## config.mk

```make
export PLATFORM = sky130hd
export DESIGN_NAME = rr_handshake_arbiter
export DESIGN_NICKNAME = d
export VERILOG_FILES = /design/src/rtl/hs_arb_pkg.sv /design/src/rtl/rr_grant_logic.sv /design/src/rtl/rr_handshake_arbiter.sv
export SDC_FILE = /design/constraint.sdc
export NUM_CORES = 1
export LEC_CHECK = 0
export CORE_ASPECT_RATIO = 2
export CORE_UTILIZATION = 25
export DETAILED_ROUTE_END_ITERATION = 6
export SLEW_MARGIN = 20
export SYNTH_ARGS = -nofsm -noshare
export SYNTH_HDL_FRONTEND = slang
export SYNTH_SLANG_ARGS = --single-unit
```

## constraint.sdc

```tcl
create_clock -name clk -period 4.87 [get_ports clk]
set_clock_uncertainty 0.15 [all_clocks]
set_input_delay 1.461 -clock clk [delete_from_list [all_inputs] [get_ports clk]]
set_output_delay 1.461 -clock clk [all_outputs]
set_load 0.05 [all_outputs]
```

## src/rtl/hs_arb_pkg.sv

```systemverilog
// hs_arb_pkg
//   Shared definitions for the round-robin handshake arbiter:
//   - clog2_min1(): id-width helper that never returns 0, so N=2 still gets a 1-bit id.
//   - ST_* encodings and the stage_state_t enum for the 2-entry output stage.
package hs_arb_pkg;

  localparam logic [1:0] ST_EMPTY = 2'd0;
  localparam logic [1:0] ST_ONE   = 2'd1;
  localparam logic [1:0] ST_TWO   = 2'd2;

  typedef enum logic [1:0] {
    STG_EMPTY = ST_EMPTY,
    STG_ONE   = ST_ONE,
    STG_TWO   = ST_TWO
  } stage_state_t;

  function automatic int clog2_min1(input int n);
    int r;
    r = 1;
    for (int i = 1; i < 31; i++) begin
      if (int'(32'd1 << i) < n) begin
        r = i + 1;
      end
    end
    return r;
  endfunction

endpackage

```

## src/rtl/rr_grant_logic.sv

```systemverilog
// rr_grant_logic
//   Combinational rotating-priority grant. Searches req from ptr upward with
//   wrap-around; when lock_en is set, only lock_id may be granted.
// Ports:
//   req      in   N    request vector (upstream valids)
//   ptr      in   IDW  highest-priority index
//   lock_en  in   1    restrict the grant to lock_id
//   lock_id  in   IDW  master holding the packet lock
//   grant    out  N    one-hot grant, zero when nothing may be granted
//   grant_id out  IDW  index of the granted master
module rr_grant_logic
  import hs_arb_pkg::*;
#(
  parameter int N = 4,
  localparam int IDW = clog2_min1(N)
) (
  input  logic [N-1:0]   req,
  input  logic [IDW-1:0] ptr,
  input  logic           lock_en,
  input  logic [IDW-1:0] lock_id,
  output logic [N-1:0]   grant,
  output logic [IDW-1:0] grant_id
);

  localparam logic [N-1:0] ONE_HOT0 = {{(N-1){1'b0}}, 1'b1};

  int             idx;
  logic [IDW-1:0] sel;
  logic           any;

  // Rotating search: walk from ptr+N-1 down to ptr so the last hit is the
  // closest-to-ptr requester; a held lock overrides the search result.
  always_comb begin
    idx = 0;
    sel = '0;
    any = 1'b0;
    for (int k = N - 1; k >= 0; k--) begin
      idx = (int'(ptr) + k >= N) ? int'(ptr) + k - N : int'(ptr) + k;
      sel = req[idx] ? IDW'(idx) : sel;
      any = any | req[idx];
    end
    if (lock_en) begin
      grant_id = lock_id;
      grant    = req[lock_id] ? (ONE_HOT0 << lock_id) : '0;
    end else begin
      grant_id = sel;
      grant    = any ? (ONE_HOT0 << sel) : '0;
    end
  end

endmodule

```

## src/rtl/rr_handshake_arbiter.sv

```systemverilog
// rr_handshake_arbiter
//   N-to-1 round-robin arbiter feeding one downstream valid/ready channel
//   through a registered 2-entry (main + skid) output stage. Upstream ready
//   depends only on registers and m_valid, never on s_ready.
//   Optional macro ARB_PKT_LOCK_EN: adds m_last/s_last and locks the grant to
//   a master until it completes a beat with m_last=1.
// Ports:
//   clk      in   1        clock, rising edge
//   rst      in   1        asynchronous active-high reset
//   m_valid  in   N        per-master valid
//   m_ready  out  N        per-master ready (one-hot or zero)
//   m_data   in   N*WIDTH  master i at [i*WIDTH +: WIDTH]
//   m_last   in   N        packet end flag (ARB_PKT_LOCK_EN only)
//   s_valid  out  1        downstream valid
//   s_ready  in   1        downstream ready
//   s_data   out  WIDTH    downstream data
//   s_id     out  IDW      source master of s_data
//   s_last   out  1        forwarded m_last (ARB_PKT_LOCK_EN only)
module rr_handshake_arbiter
  import hs_arb_pkg::*;
#(
  parameter int N     = 4,
  parameter int WIDTH = 8,
  localparam int IDW  = clog2_min1(N)
) (
  input  logic               clk,
  input  logic               rst,
  input  logic [N-1:0]       m_valid,
  output logic [N-1:0]       m_ready,
  input  logic [N*WIDTH-1:0] m_data,
`ifdef ARB_PKT_LOCK_EN
  input  logic [N-1:0]       m_last,
  output logic               s_last,
`endif
  output logic               s_valid,
  input  logic               s_ready,
  output logic [WIDTH-1:0]   s_data,
  output logic [IDW-1:0]     s_id
);

  logic [N-1:0]     grant;
  logic [IDW-1:0]   grant_id;
  logic [IDW-1:0]   ptr;
  logic             lock_en;
  logic [IDW-1:0]   lock_id;
  logic             accept_ok;  // registered inverse of skid_full, also 0 in reset
  logic             hs;
  logic [WIDTH-1:0] hs_data;
  stage_state_t     state;
  logic [WIDTH-1:0] skid_data;
  logic [IDW-1:0]   skid_id;

  rr_grant_logic #(.N(N)) u_grant (
    .req      (m_valid),
    .ptr      (ptr),
    .lock_en  (lock_en),
    .lock_id  (lock_id),
    .grant    (grant),
    .grant_id (grant_id)
  );

  assign m_ready = grant & {N{accept_ok}};
  assign hs      = |(m_valid & m_ready);
  assign hs_data = m_data[int'(grant_id)*WIDTH +: WIDTH];

`ifdef ARB_PKT_LOCK_EN
  logic           hs_last;
  logic           skid_last;
  logic           lock_active;
  logic [IDW-1:0] lock_owner;

  assign hs_last = m_last[grant_id];
  assign lock_en = lock_active;
  assign lock_id = lock_owner;

  // Pointer and packet lock: a non-last beat pins the grant; the last beat frees it and advances.
  always_ff @(posedge clk or posedge rst) begin
    if (rst) begin
      ptr         <= '0;
      lock_active <= 1'b0;
      lock_owner  <= '0;
    end else if (hs && hs_last) begin
      ptr         <= (grant_id == IDW'(N - 1)) ? '0 : grant_id + IDW'(1);
      lock_active <= 1'b0;
    end else if (hs) begin
      lock_active <= 1'b1;
      lock_owner  <= grant_id;
    end else begin
      ptr <= ptr;
    end
  end
`else
  assign lock_en = 1'b0;
  assign lock_id = '0;

  // Pointer: move just past the master that completed a handshake.
  always_ff @(posedge clk or posedge rst) begin
    if (rst) begin
      ptr <= '0;
    end else if (hs) begin
      ptr <= (grant_id == IDW'(N - 1)) ? '0 : grant_id + IDW'(1);
    end else begin
      ptr <= ptr;
    end
  end
`endif

  // Output stage FSM: main entry drives s_* directly, skid absorbs one beat under backpressure.
  always_ff @(posedge clk or posedge rst) begin
    if (rst) begin
      state     <= STG_EMPTY;
      accept_ok <= 1'b0;
      s_valid   <= 1'b0;
      s_data    <= '0;
      s_id      <= '0;
      skid_data <= '0;
      skid_id   <= '0;
`ifdef ARB_PKT_LOCK_EN
      s_last    <= 1'b0;
      skid_last <= 1'b0;
`endif
    end else begin
      case (state)
        STG_EMPTY: begin
          accept_ok <= 1'b1;
          if (hs) begin
            s_data  <= hs_data;
            s_id    <= grant_id;
            s_valid <= 1'b1;
            state   <= STG_ONE;
`ifdef ARB_PKT_LOCK_EN
            s_last  <= hs_last;
`endif
          end
        end
        STG_ONE: begin
          if (s_ready && hs) begin
            s_data <= hs_data;
            s_id   <= grant_id;
`ifdef ARB_PKT_LOCK_EN
            s_last <= hs_last;
`endif
          end else if (s_ready) begin
            s_valid <= 1'b0;
            state   <= STG_EMPTY;
          end else if (hs) begin
            skid_data <= hs_data;
            skid_id   <= grant_id;
            accept_ok <= 1'b0;
            state     <= STG_TWO;
`ifdef ARB_PKT_LOCK_EN
            skid_last <= hs_last;
`endif
          end
        end
        STG_TWO: begin
          if (s_ready) begin
            s_data    <= skid_data;
            s_id      <= skid_id;
            accept_ok <= 1'b1;
            state     <= STG_ONE;
`ifdef ARB_PKT_LOCK_EN
            s_last    <= skid_last;
`endif
          end
        end
        default: begin
          state     <= STG_EMPTY;
          s_valid   <= 1'b0;
          accept_ok <= 1'b0;
        end
      endcase
    end
  end

endmodule
```

After elaboration in Yosys (flattened, before gate mapping)
Cells that the tools add are included.
Widths: inputs -> output; s select.

cells by class
  bitwise operators = 8
  multipliers = 0
  reduce and logical (&&, ||, !) cells = 9
  mux-type cells = 45
  add/subtract/negate cells = 8
  shifts and indexed selects = 2
  $lt $le $gt $ge = 8
  eq/ne operators = 11
  div/mod/pow operators = 0

operator list
  kind                   number
  $lt 32x4->1 const B    4
  $mux 32                4
  $sub 32x4->32 const B  3
  $ge 32x4->1 const B    2
  $shiftx 32x6->8        1
  $mux 2                 13
  $mux 8                 3
  $pmux 8 s3             1
  $reduce_and 4->1       5
  $mux 1                 15
  $ne 2x2->1 const B     7
  $pmux 2 s3             2
  $and 4x4->4            2
  $bmux 1 s2             4
  $add 2x2->3 const B    2
  $pmux 1 s3             2
  $eq 2x2->1 const B     2
  $mux 4                 1
  $reduce_or 4->1        1
  $shl 1x2->4 const A    1
  $sub 2x3->4 const B    1
  $add 2x1->3 const B    1
  $ge 2x3->1 const B     1
  $ge 3x3->1 const B     1
  other kinds (8)        12

word-level totals
  register bits after elaboration = 26
  memories kept = 0
  bits in writable memories = 0
  memory bits (read-only) = 0
  latch bits = 0
  logic and storage cells = 99

Depth between registers and ports, before layout
  word-level depth = 19
  depth in mapped cells = 13
  mapped depth without buffers = 11

By module
A second synthesis with hierarchy kept.

unflattened totals
  cells, all modules = 187
  area, all modules = 1,739.2 µm²

by module, submodules not included
  module                area an instance (µm²)  cells an instance  seq. area each (µm²)  instances
  rr_handshake_arbiter  1,569.0                 159                650.6                 1
  rr_grant_logic        170.2                   28                 0.0                   1

Worst setup path before layout
OpenSTA, ideal clock, no wires.

  path kind = input -> output
  start = input m_valid[0]
  end = output m_ready[0]
  stages = 10
  data required time = 3.259 ns
  arrival = 3.574 ns
  setup slack = -0.315 ns
  cells stage by stage = nand2b_1 a21oi_1 nor3_2 buf_2 ha_1 nor2b_1 o21ai_0 o21ai_2 or2_2 nor2_1

between the ends
  longest elaborated chain between the ends = 10
  elaborated cells on any way between the ends = 22
  those cells by class = shift: 1; mux: 17; bitwise: 4

ends and longest elaborated chain
  what                                        RTL line                                    RTL
  start, declared                             rr_handshake_arbiter.sv:28                  input logic [N-1:0] m_valid,
  $bmux 1 s2                                  rr_grant_logic.sv:39, rr_grant_logic.sv:40
  $mux 1 (not written as such) (2 in series)  rr_grant_logic.sv:39, rr_grant_logic.sv:40
  $mux 2 (4 in series)                        rr_grant_logic.sv:39                        sel = req[idx] ? IDW'(idx) : sel;
  $shl 1x2->4                                 rr_grant_logic.sv:47                        grant = any ? (ONE_HOT0 << sel) : '0;
  $mux 4 (*)                                  rr_grant_logic.sv:47
  $and 4x4->4 (*)                             rr_handshake_arbiter.sv:62                  assign m_ready = grant & {N{accept_ok}};
  end, declared                               rr_handshake_arbiter.sv:29                  output logic [N-1:0] m_ready,

Every way passes the cells marked *; elsewhere a longest branch is shown, timed or not. The select of a mux whose other input is x is not followed.

Worst setup path after layout
  start = input m_valid[0]
  end = output m_ready[2]

The elaborated chain is that of the path after synthesis.

==> qor.txt <==
Worst Slack Setup Final - 0.0821 ns
CTS tree - yes
Antenna Nets Post-Route - 0
Startpoint types - input pin
Critical path type - in2out
Final Non-Filler Cells - 318
Final hold violation count - 0
Design area - 0.00248 sq mm
Initial Util - 26.0%
Max VDD drop - 0.226 mV
Largest cells by area after synthesis - dfrtp_1 (41%), mux2i_1 (15%), mux2_2 (6.4%)
DR vias - 1410
Share of cells above drive strength 1 - 23.5%
Commonest non-fill, non-tap cell in the layout - clkdlybuf4s50_1
Period utilization - 98.3%
Worst skew pair latency - 0.26 ns
Core area - 0.00606 sq mm
Netlist Area Pre-Place - 0.00157 sq mm
Yosys warnings - 0
Die ar. - 0.00664 sq mm
Mean Syn Cell Area - 9.66 sq um
Placed cells - 302
Number of H-tree levels - 1
Clock-pin slew on the worst setup and hold paths - 0.07 ns
Post-CTS Hold Fix Bufs - 0
First-pass GRT wire length - 6980 microns
Ys async rst share - 100%
Worst r2r path cells - 23
Inserted Clock Buffers - 3
DRC Markers - 0
Min-Delay Path Depth - 2
Chip Height - 114 microns
Area delta synth->final - 57.6%
Top cell type's share of synthesized area - 41.3%
GRT Resource Usage Total - 13.6%
CP required - 3.26 ns
Max-slew headroom at the worst pin - 35.2%
Synth Register Bits - 26
Pwr dens - 647 mW/mm^2
Slew Viols, Final - 0
Gpl congestion - 0.794
Crit end category - output port
CTS Buffer Depth - 2
Worst slew pin tran - 0.965 ns
Worst-path fanout max - 4
Util after Layout - 41.0%
Initial DRC count - 38
Overall power - 1.60 mW
Hpwl dp - 2970 microns
Initial antenna violation count - 0
Sink Count - 26
Dominant cell type by area after synthesis - dfrtp_1
Worst slack, placed - -0.174 ns
Root Buffer - clkbuf_16
Vias in the first global route - 1468
Number of buffers added on ports - 53
Die X - 58.1 microns
Largest net degree at the start of global routing - 27
# rows - 40
Mapped Nets - 203
# diodes - 0
Pleak - 1.10 nW
CP arrival - 3.18 ns
Vias per cell - 4.43
Most frequent cells in the layout - clkdlybuf4s50_1 (45), dfrtp_1 (26), mux2i_1 (24), buf_4 (21)
Min cycle time layout - 4.79 ns
Status - finished, final reports clean
Post-Route WL - 4080 microns
EDFF count, synth - 0
Distinct cells, synth - 33
Fmax - 209 MHz
Fin nets - 275
Worst hold path class - reg2reg
Post-Synthesis Cells - 163
Post-Place Cell Area - 0.00225 sq mm
DR pass1 iterations - 4
Wirelength per Cell - 12.8 microns
Gr ovfl total - 0
Top-Level Pins - 54
Main synth FF type - dfrtp_1
Final setup fails - 0
Seq/Total Area, Yosys - 41.3%
Maximum Capacitance Violations - 0
==> synthesized netlist by cell type, types with 3 or more instances <==
cell	number
dfrtp_1	26
mux2i_1	24
o21ai_0	18
nand2_1	17
nor2_1	11
a21oi_1	10
and2_1	9
mux2_2	9
inv_1	5
buf_2	3
nor2b_1	3
==> final cells by class <==
type	instances	area, sq um
Clock buffer	3	75.1
Clock inverter	1	30.0
Fill cell	606	3580
Inverter	5	18.8
Multi-Input combinational cell	124	892
Sequential cell	26	651
Tap cell	84	105
Timing Repair Buffer	75	708
==> sequential cells by signal, indices dropped and copies added, names as in the netlist <==
| name | cells |
|---|---|
| skid_data | 8 |
| accept_ok | 1 |
| s_data | 8 |
| s_valid | 1 |
| s_id | 2 |
| state | 2 |
| skid_id | 2 |
| ptr | 2 |
==> power by group <==
part	internal (mW)	total, mW	switching, mW
sequential	0.324	0.408	0.0839
combinational	0.423	0.959	0.535
clock	0.164	0.238	0.0744
==> layer usage <==
| layer | up-vias | share of wire [%] | global-route usage (%) |
|---|---|---|---|
| li1 | 712 | - | - |
| met1 | 648 | 37 | 15.4 |
| met2 | 41 | 58 | 24.7 |
| met3 | 9 | 2.8 | 1.02 |
| met4 | 0 | 2.2 | 7.30 |
| met5 | - | 0 | 0 |
==> timing repair <==
| item | 4_1_cts | 5_1_grt |
|---|---|---|
| gates resized for setup | 10 | 5 |
| pin swaps | 4 | 6 |
| cloned | 0 | 0 |
| setup buffers | 12 | 0 |
| setup endpoints to repair | 2 | 10 |
==> path summary, 6_finish.rpt <==
| kind | slack, ns | endpoint | start |
|---|---|---|---|
| max in group asynchronous | 2.66 | s_data[6]$_DFFE_PP0P_ | rst |
| setup reg to reg | 1.11 | s_data[3]$_DFFE_PP0P_ | ptr[1]$_DFFE_PP0P_ |
| hold reg to reg | 0.32 | skid_data[3]$_DFFE_PP0P_ | skid_data[3]$_DFFE_PP0P_ |
| hold / removal | 0.32 | skid_data[3]$_DFFE_PP0P_ | skid_data[3]$_DFFE_PP0P_ |
| min in group asynchronous | 1.46 | s_valid$_DFFE_PP0P_ | rst |
| setup / recovery | 0.08 | m_ready[2] | m_valid[0] |
==> logic make-up (layout without fill, tap and decap cells) <==
group,count (synthesis),count (layout),synth area share (%)
mux,34,34,22.7
fa+ha+maj,2,2,1.43
compound gates,38,38,13.9
simple gates,50,50,16.1
buf+inv,13,84,4.53
flops,26,26,41.3
==> critical path: stages <==
cell	delay, ns
dlygate4sd2_1	0.25
buf_6	0.13
nand2b_4	0.06
a21oi_1	0.07
nor3_2	0.25
ha_2	0.22
nor2b_1	0.06
o21ai_2	0.09
o21ai_2	0.08
or2_4	0.27
nor2_4	0.08
buf_6	0.16
==> through the flow <==
stage	setup TNS, ns	hold slack, ns
after floorplan	0	0.291
after global placement	-0.235	0.303
after detailed placement	-0.330	0.312
after CTS	0	0.327
after global routing	-0.00649	0.354
final	0	0.320
Power figures use the tool's default switching activity.
==> edit, RTL diff (same settings) <==
Set the parameter `WIDTH` to 10 (it was 8).
--- a/src/rtl/rr_handshake_arbiter.sv
+++ b/src/rtl/rr_handshake_arbiter.sv
@@ -20,7 +20,7 @@
   import hs_arb_pkg::*;
 #(
   parameter int N     = 4,
-  parameter int WIDTH = 8,
+  parameter int WIDTH = 10,
   localparam int IDW  = clog2_min1(N)
 ) (
   input  logic               clk,
Interface: changed (resized m_data and s_data); port bits go from 54 to 64. No check against the original RTL was run, so the function may have changed too.
==> edit against the unedited design <==
- area after synthesis is 18% higher
- sequential share of layout area is 0.23 points higher
- non-clock buffer count stayed put
- register-to-register slack better by 1.2 ns
- sequential cell count is 4 higher
- core utilization is 1.6 points lower
- fmax is 0.31% higher
- global-route usage is 0.49 points lower
- worst setup slack better by 0.015 ns
- combinational power is 22% higher
- routed wire length is 17% higher
- cell area is 14% higher
- total power is 23% higher
- count of clock-buffer cells in the layout is 2 higher
==> edit: results (changes against the unedited design) <==
stage;metric;value;unit;change
layout;drive_gt1_share;18.3;%;-5.3 points
global_routing;first_global_vias;1617;;+10%
setup_path;worstPathArrival;3.16;ns;-0.02 ns
layout;sh_seq_area;26.5;%;+0.23 points
timing;slew_headroom;40.7;%;+5.4 points
run_status;status;complete, no violations;;
yosys;ys_seq_area_share;40.5;%;-0.88 points
routing;vias_per_cell;4.58;;+3.3%
layout;multi_input_cells;135;;+8.9%
setup_path;slowest_delay;0.51;ns;+0.24 ns
layout;n_all_inverters;4;;-1
placement;dp.final_hpwl;3730;um;+26%
global_routing;grt_pass1_wl;7810;um;+12%
layout;top_regs;s_data (10), skid_data (10);;
placement;io_buffer_count;63;;+19%
layout;buffer_area_share;26.5;%;-2.1 points
placement;gp_congestion;0.788;;-0.72%
clock_network;cts.sinks;30;;+15%
pwr;max-vdd-ir-drop;0.230;mV;+1.6%
setup_path;critPathTopFamily;buffers and inverters;;
global_routing;use_met2;25.8;%;+1.1 points
routing;drt_iter0_markers;43;;+13%
layout;layout.nets;299;;+8.7%
layout;clk_share;5.82;%;+1.6 points
yosys;synth_cell_type_count;38;;+15%
clock_network;post_cts_buffers;0;;-12
clock_network;cts_htree_levels;2;;+1
setup_path;slowest_stage;clkdlybuf4s50_1;;
routing;wl_per_cell;13.9;um;+8.0%
placement;place_area;2670;um2;+18%
yosys;yosys-top-cells-count;mux2i_1, dfrtp_1, o21ai_1;;
layout;multi_input_area;1040;um2;+17%
placement;post-place-ws;0.0654;ns;+0.240 ns
layout;nFillCells;719;;+19%
clock_network;cts_resized;0;;-10
edit: changes by cell type in the layout (fill, tap and decap cells not counted), sizes merged, moves of 2 or more:
cell / unedited run / this run
o21ai: 21 / 28
buf: 26 / 16
a21oi: 11 / 4
dlygate4sd2: 4 / 0
and2: 9 / 11
dfrtp: 26 / 30
clkbuf: 3 / 5
mux2i: 24 / 33
nor2: 11 / 5
clkdlybuf4s50: 45 / 58
edit: metal layers:
layer / wire (um) / up-vias / share of wire (%)
met5: 0 / - / 0
met4: 102 / 0 / 2.1
met3: 160 / 6 / 3.4
met2: 2730 / 40 / 57
met1: 1770 / 745 / 37
li1: - / 784 / -
edit: path summary, 6_finish.rpt:
| path | startpoint | end | slack [ns] | depth (start not counted) |
|---|---|---|---|---|
| max in group asynchronous | rst | s_data[5] | 2.86 | 3 |
| min in group asynchronous | rst | s_data[3] | 1.42 | 3 |
| hold / removal | skid_data[4] | skid_data[4] | 0.32 | 2 |
| setup reg to reg | ptr[0] | s_data[2] | 2.27 | 10 |
| setup / recovery | m_valid[2] | m_ready[3] | 0.1 | 8 |
| hold reg to reg | skid_data[4] | skid_data[4] | 0.32 | 2 |
edit: kinds of logic (layout without fill, tap and decap cells):
logic type      after synthesis  after routing  synth area share, %
buf+inv                      12             87                 3.64
simple gates                 46             46                 14.4
compound gates               44             44                 16.3
fa+ha+maj                     1              1                0.674
mux                          44             44                 24.5
flops                        30             30                 40.5
edit: power breakdown:
part	internal (mW)	switching, mW
Sequential	0.374	0.0829
Combinational	0.505	0.668
Clock	0.239	0.108
Total	1.12	0.859
edit: per-stage QoR:
step	util, %	cells
global route	39.3	344
detailed placement	37.0	336
floorplan	-	177
finish	39.3	344
CTS	39.3	344
global placement	37.0	336
